`config.mk`:
```
export PLATFORM = sky130hd
export DESIGN_NAME = pc_gen
export DESIGN_NICKNAME = d
export VERILOG_FILES = /design/src/rtl/pc_gen.sv
export SDC_FILE = /design/constraint.sdc
export NUM_CORES = 1
export LEC_CHECK = 0
export CAP_MARGIN = 20
export CORE_MARGIN = 2
export CORE_UTILIZATION = 49
export CTS_CLUSTER_SIZE = 40
export DETAILED_ROUTE_END_ITERATION = 12
export GPL_TIMING_DRIVEN = 0
export PLACE_DENSITY = 0.9
export SLEW_MARGIN = 25
export SYNTH_ARGS = -nofsm -noshare
export SYNTH_HDL_FRONTEND = slang
export SYNTH_SLANG_ARGS = --single-unit
```
`constraint.sdc`:
```
create_clock -name clk -period 2.6 [get_ports clk]
set_input_delay 0.52 -clock clk [delete_from_list [all_inputs] [get_ports clk]]
set_output_delay 0.52 -clock clk [all_outputs]
set_load 0.01 [all_outputs]
```
`src/rtl/pc_gen.sv`:
```
// Instruction-fetch PC generator feeding the instruction ROM.
// It handles start-up, stall hold, ID-stage redirect (deferred across stalls),
// exception flush, and flags misaligned fetch addresses.
module pc_gen #(
  parameter logic [31:0] RESET_PC = 32'h0000_0000
) (
  input  logic        clk,
  input  logic        rst,
  input  logic [5:0]  stall,
  input  logic        flush,
  input  logic [31:0] new_pc,
  input  logic        branch_flag_i,
  input  logic [31:0] branch_target_address_i,
  output logic [31:0] pc,
  output logic        ce,
  output logic        pc_adel_o
);

  typedef enum logic {
    S_RESET = 1'b0,
    S_RUN   = 1'b1
  } state_e;

  state_e      state_q, state_d;
  logic [31:0] pc_q, pc_d;
  logic        ce_q, ce_d;
  logic        pend_q, pend_d;
  logic [31:0] pend_tgt_q, pend_tgt_d;

  // Only the PC-hold bit of the stall vector matters to this stage.
  logic hold;
  assign hold = stall[0];

  // State register; reset discards any branch parked during a stall.
  always_ff @(posedge clk) begin
    if (rst) begin
      state_q    <= S_RESET;
      pc_q       <= RESET_PC;
      ce_q       <= 1'b0;
      pend_q     <= 1'b0;
      pend_tgt_q <= 32'h0;
    end else begin
      state_q    <= state_d;
      pc_q       <= pc_d;
      ce_q       <= ce_d;
      pend_q     <= pend_d;
      pend_tgt_q <= pend_tgt_d;
    end
  end

  // Next-state: flush > stall (parking a branch) > branch > parked branch > +4.
  always_comb begin
    state_d    = state_q;
    pc_d       = pc_q;
    ce_d       = ce_q;
    pend_d     = pend_q;
    pend_tgt_d = pend_tgt_q;
    unique case (state_q)
      S_RESET: begin
        // First enabled fetch is at RESET_PC; all control inputs ignored here.
        state_d = S_RUN;
        ce_d    = 1'b1;
        pc_d    = RESET_PC;
      end
      S_RUN: begin
        ce_d = 1'b1;
        if (flush) begin
          pc_d   = new_pc;
          pend_d = 1'b0;
        end else if (hold) begin
          // A branch resolved while fetch is frozen would be lost; park it.
          if (branch_flag_i) begin
            pend_d     = 1'b1;
            pend_tgt_d = branch_target_address_i;
          end
        end else if (branch_flag_i) begin
          pc_d   = branch_target_address_i;
          pend_d = 1'b0;
        end else if (pend_q) begin
          pc_d   = pend_tgt_q;
          pend_d = 1'b0;
        end else begin
          // Modulo-2^32 increment; wrap is silent and keeps any misalignment.
          pc_d = pc_q + 32'd4;
        end
      end
      default: begin
        state_d = S_RESET;
        ce_d    = 1'b0;
      end
    endcase
  end

  assign pc        = pc_q;
  assign ce        = ce_q;
  // Registered-state only: no input reaches this flag combinationally.
  assign pc_adel_o = ce_q & (pc_q[1:0] != 2'b00);

endmodule

```
==> reports/summary.txt, run 1 <==
flop2flop setup slack = 0.05 ns
Setup crit end = pc[13]
Cell Count, Final, Fillers Out = 792
syn nets = 645
hpwl dp = 11.71 mm
fin crit period = 2.547 ns
Die ar. = 8987 um^2
initial core utilization = 49.92%
outcome = finished clean
clk_skew = 0.004185 ns
I/O Buffers = 101
Top FF cell, synth = dfxtp_1
H-tree Lvls = 3
fin nets = 757
Post-Route Utilization = 66.85%
CTS Root Cell = clkbuf_8
final hold slack = 0.4585 ns
clk slew on worst S/H paths = 0.08 ns
worst-path maximum fanout = 10
sequential power share = 42.2%
final setup violation count = 0
share of layout cells above drive strength 1 = 4.076%
Worst VDD drop = 351.2 uV
sw power = 0.7539 mW
Worst R2R End = pc[13]
initial antenna violation count = 1
CP Class = reg -> reg
Setup WS post-layout = 0.05253 ns
CTS tree = built
Die Y = 94.80 um
worst path required time = 2.87 ns
clock insertion delay at the later pin of the skew report = 0.35 ns
Core Area = 8093 um^2
total CTS buffers = 9
Post-Synthesis Cells = 570
drt wl/cell = 20.47 um
#FFs+latches synth = 66
Final Hold Fails = 0
RSZ-0062 raised after global routing = no
final wirelength = 16.21 mm
Slew HR = 47.85%
Post-Syn Area per Cell = 7.088 um^2
die extent in x = 94.80 um
Mapped Area = 4040 um^2
GP Congestion = 0.9725
# clock sinks = 66
most frequent cell on the critical path = clkbuf_1
Startpoint Class = flip-flop
worst-path cell chain = clkbuf_1, clkbuf_1, buf_1, o21ai_0, a211oi_1
hold_buf cts = 0
Residual DRC = 0
internal power = 1.840 mW
maximum clock frequency = 0.3925 GHz
yosys warns = 0
antenna diode instance count = 0
number of flops mapped to enable cells by yosys = 0
first-pass GRT wire length = 24.21 mm
Reg2Reg Depth = 5
Lkg Pwr = 1.886 nW
max_cap viols = 0
post-place setup slack = -0.4250 ns
Slew Limit Fails = 0
drt initial violations = 660
Sw Share = 29.06%
Clk pwr share = 38.8%
antenna-violating nets left = 0
placed cell count = 776
Cell Rows = 33
slowest stage cell, crit path = clkbuf_1
Setup crit start = pend_q
drt pass-1 iters = 5
Tightest Pin Transition = 0.7823 ns
fin crit share = 97.98%
Netlist cell types = 56
WP data arrival = 2.82 ns
hold path start = pend_tgt_q[7]
Comb power frac = 19.0%
worst r2r src = pend_q
Power Density = 479.5 nW/um^2
largest net degree at the start of global routing = 12
fraction of registers with async set/reset = 0%
I/O Pins = 108
gr ovfl total = 0
total number of vias = 5102
All-Layer GR Usage = 35.94%
Worst path max stage delay = 0.57 ns
via count of the first global-routing pass = 4606
post-synthesis sequential area ratio = 32.70%
Avg Vias per Cell = 6.442
synth-to-layout area growth = 33.91%
path type of the worst min-delay path = reg -> reg
endpoint type of the worst setup path = flip-flop
Longest Clk Path Bufs = 2
==> worst max-delay path: cells and delay by family, from the launching register on <==
family | cells | cell delay, ns
flip-flops | 1 | 0.35
AO/OA/AOI/OAI | 2 | 0.49
buffers and inverters | 3 | 1.62
==> power by group through the flow <==
| stage | clock network (mW) | logic [mW] | registers [mW] |
|---|---|---|---|
| after floorplan | 0 | 0.213 | 1.12 |
| after global placement | 0 | 0.467 | 1.11 |
| after detailed placement | 0 | 0.474 | 1.12 |
| after CTS | 0.987 | 0.477 | 1.09 |
| after global routing | 1.03 | 0.523 | 1.10 |
| final | 1.01 | 0.493 | 1.10 |
==> cell usage after synthesis (all sizes together), types with 4 or more instances <==
| cell type | number | share of area [%] |
|---|---|---|
| nor2b | 10 | 1.5 |
| clkbuf | 34 | 3.2 |
| and3 | 8 | 1.2 |
| and4 | 6 | 1.3 |
| o21a | 5 | 0.93 |
| o21ai | 34 | 4.2 |
| o31ai | 6 | 1.1 |
| o22ai | 4 | 0.62 |
| nor2 | 19 | 1.8 |
| a31oi | 10 | 1.5 |
| nand4 | 11 | 1.9 |
| nand2b | 11 | 1.7 |
| xnor2 | 5 | 1.1 |
| o311ai | 4 | 0.87 |
| o211ai | 14 | 2.6 |
| nor4 | 5 | 0.77 |
| dfxtp | 66 | 33 |
| a21oi | 65 | 8.1 |
| buf | 9 | 0.87 |
| xor2 | 7 | 1.5 |
| a211oi | 6 | 1.1 |
| inv | 16 | 1.5 |
| nand2 | 125 | 12 |
| nor3 | 15 | 1.9 |
| nand3 | 20 | 2.8 |
| and2 | 6 | 0.93 |
| a32oi | 4 | 0.87 |
| or3 | 5 | 0.93 |
| mux2i | 8 | 2.0 |
==> metrics by stage <==
stage          instance area (um^2)  power (mW)  TNS [ns]
2_1_floorplan                  4040       1.328         0
3_3_place_gp                   5182       1.581    -11.83
3_5_place_dp                   5182       1.590    -12.30
4_1_cts                        5404       2.556         0
5_1_grt                        5410       2.653         0
6_report                       5410       2.594         0
==> worst min path at each step <==
stage / cells after the start / slack (ns) / end
floorplan: 2 / 0.43 / pend_tgt_q[10]
global placement: 2 / 0.44 / pend_tgt_q[18]
detailed placement: 2 / 0.45 / pend_tgt_q[1]
CTS: 2 / 0.46 / pend_tgt_q[1]
global route: 2 / 0.47 / pend_tgt_q[1]
finish: 2 / 0.46 / pend_tgt_q[7]
==> layer usage <==
layer | track usage (%) | routed length (um)
met2 | 55.08 | 7088
met3 | 7.023 | 2050
met1 | 48.13 | 6282
met5 | 0 | 11
met4 | 17.87 | 776
==> cells by family after synthesis <==
| group | Yosys count | synth area share [%] |
|---|---|---|
| flip-flops | 66 | 32.70 |
| buffers and inverters | 59 | 5.512 |
| XOR/XNOR | 12 | 2.601 |
| adder cells (fa/ha/maj) | 1 | 0.3096 |
| multiplexers | 9 | 2.261 |
| AND/OR/NAND/NOR | 248 | 29.76 |
| AO/OA/AOI/OAI | 175 | 26.85 |
==> flip-flops by register name (all words and copies together), names as in the netlist <==
signal      cells
pc             32
ce              1
pend_tgt_q     32
pend_q          1
==> timing repair <==
item | in CTS | in global routing
pin swaps | 0 | 0
resized for setup | 2 | 6
setup buffers | 0 | 0
gates cloned | 0 | 0
endpoints found under the setup margin | 5 | 28
==> layout by cell type, fill, tap and decap left out, types with 7 or more instances in the layout <==
master,n
xor2_1,7
nand4_1,10
nor2_1,19
o21ai_0,34
nor2b_1,9
nand3_1,19
nand2_1,125
inv_1,16
and3_1,8
clkbuf_1,34
o211ai_1,14
clkbuf_8,10
clkdlybuf4s50_1,101
mux2i_1,8
nor3_1,15
nand2b_1,11
dfxtp_1,66
a21oi_1,65
a31oi_1,10
==> layout make-up <==
class	count	area, um^2
sequential	66	1321
inverter	16	60.06
buffer	43	168.9
clock buffer	11	141.4
multi-input combinational	445	2499
clock inverter	5	77.57
tap	105	131.4
timing repair buffer	101	1011
fill	730	2683
Note: power is estimated with default switching activity, not from simulation.
==> inputs of run 2 (changes only) <==
--- a/config.mk
+++ b/config.mk
@@ -13,3 +13,4 @@
 export GPL_TIMING_DRIVEN = 0
-export PLACE_DENSITY = 0.9
+export PLACE_DENSITY_LB_ADDON = 0.08
+export REMOVE_ABC_BUFFERS = 1
 export SLEW_MARGIN = 25
--- a/constraint.sdc
+++ b/constraint.sdc
@@ -3,2 +3,2 @@
 set_output_delay 0.52 -clock clk [all_outputs]
-set_load 0.01 [all_outputs]
+set_load 0.02 [all_outputs]
==> reports/summary.txt, run 2 (synthesized netlist as in run 1, its figures left out) <==
worst-path maximum fanout = 38
hold_buf cts = 0
Clk pwr share = 32.6%
maximum clock frequency = 0.4120 GHz
GP Congestion = 0.8614
Sw Share = 29.91%
most frequent cells in the layout = nand2_1, clkdlybuf4s50_1, a21oi_1, dfxtp_1, o21ai_0
Slew HR = 36.33%
final wirelength = 13.25 mm
CTS tree = built
max_cap viols = 0
# clock sinks = 66
outcome = finished clean
Comb power frac = 19.9%
initial core utilization = 49.92%
first-pass GRT wire length = 20.46 mm
WP data arrival = 2.65 ns
total CTS buffers = 9
via count of the first global-routing pass = 4120
I/O Pins = 108
drt pass-1 iters = 5
clk_skew = 0.008409 ns
Setup WS post-layout = 0.1726 ns
drt wl/cell = 17.65 um
Residual DRC = 0
Avg Vias per Cell = 6.052
H-tree Lvls = 3
initial antenna violation count = 0
clock insertion delay at the later pin of the skew report = 0.35 ns
Cell Rows = 33
internal power = 1.632 mW
die extent in x = 94.80 um
Worst VDD drop = 275.8 uV
post-place setup slack = -0.3348 ns
Power Density = 443.3 nW/um^2
Startpoint Class = flip-flop
Die Y = 94.80 um
total number of vias = 4545
I/O Buffers = 102
Cell Count, Final, Fillers Out = 751
Die ar. = 8987 um^2
fin crit period = 2.427 ns
Tightest Pin Transition = 0.9540 ns
Final Hold Fails = 0
postcts setup bufs = 0
Slew Limit Fails = 0
fin crit share = 93.36%
endpoint type of the worst setup path = flip-flop
clk slew on worst S/H paths = 0.07 ns
antenna diode instance count = 0
sequential power share = 47.5%
fin nets = 718
path type of the worst min-delay path = reg -> reg
Lkg Pwr = 1.835 nW
final setup violation count = 0
worst path required time = 2.82 ns
All-Layer GR Usage = 29.70%
drt initial violations = 343
final-layout fill cell count = 773
final hold slack = 0.4564 ns
placed cell count = 737
CTS Root Cell = clkbuf_8
share of layout cells above drive strength 1 = 4.799%
CTS resizes = 0
antenna-violating nets left = 0
largest net degree at the start of global routing = 67
hpwl dp = 8.821 mm
CP Class = reg -> reg
synth-to-layout area growth = 29.98%
most common cell after layout, fill and taps aside = nand2_1
Core Area = 8093 um^2
sw power = 0.6962 mW
RSZ-0062 raised after global routing = no
gr ovfl total = 0
Longest Clk Path Bufs = 2
[run 2: final timing paths]
| path | cells after the start | from | to | slack (ns) |
|---|---|---|---|---|
| worst max register to register | 5 | pend_q | pc[18] | 0.17 |
| worst min register to register | 2 | pend_tgt_q[13] | pend_tgt_q[13] | 0.46 |
| worst max-delay path | 5 | pend_q | pc[18] | 0.17 |
| worst min-delay path | 2 | pend_tgt_q[13] | pend_tgt_q[13] | 0.46 |
[run 2: power by group through the flow]
stage | sequential [mW] | combinational (mW) | clock, mW
after floorplan | 1.14 | 0.167 | 0
after detailed placement | 1.13 | 0.457 | 0
after global routing | 1.11 | 0.501 | 0.811
after global placement | 1.13 | 0.446 | 0
after CTS | 1.10 | 0.460 | 0.764
final | 1.11 | 0.463 | 0.758
[run 2: stage by stage]
step	util [%]	TNS [ns]	cell area (um^2)	power, mW
floorplan	-	0	3877	1.307
CTS	64.83	0	5246	2.328
detailed placement	62.86	-9.292	5087	1.584
global placement	62.15	-107.50	5030	1.572
global route	64.89	0	5251	2.424
finish	64.89	0	5251	2.328
[run 2: final cells by class]
| class | instances | area, um^2 | share of cell area [%] |
|---|---|---|---|
| inverters | 16 | 60.06 | 1.144 |
| clock inverters | 3 | 17.52 | 0.3336 |
| flip-flops and latches | 66 | 1323 | 25.18 |
| repair buffers | 105 | 1066 | 20.30 |
| clock buffers | 11 | 141.4 | 2.692 |
| well taps | 105 | 131.4 | 2.502 |
| multi-input cells | 445 | 2512 | 47.84 |
[run 2: critical path, cell delays in order, from the launching register on]
cell and delay, ns:
dfxtp_2 0.85, inv_1 0.64, o311ai_0 0.51, a21oi_1 0.12, o31ai_1 0.08, a21oi_1 0.10
[run 2: metal layers]
layer	track usage, %	part of all wire [%]	up-vias
li1	-	-	2183
met1	39.15	43	2110
met2	47.64	46	226
met3	5.587	9.0	26
met4	12.32	2.0	0
met5	0	0	-
==> inputs of run 3 (changes only) <==
Settings changed: TNS_END_PERCENT set to 100.
==> results of run 3 <==
Final layout, timing and power as in run 2 (identical DEF).
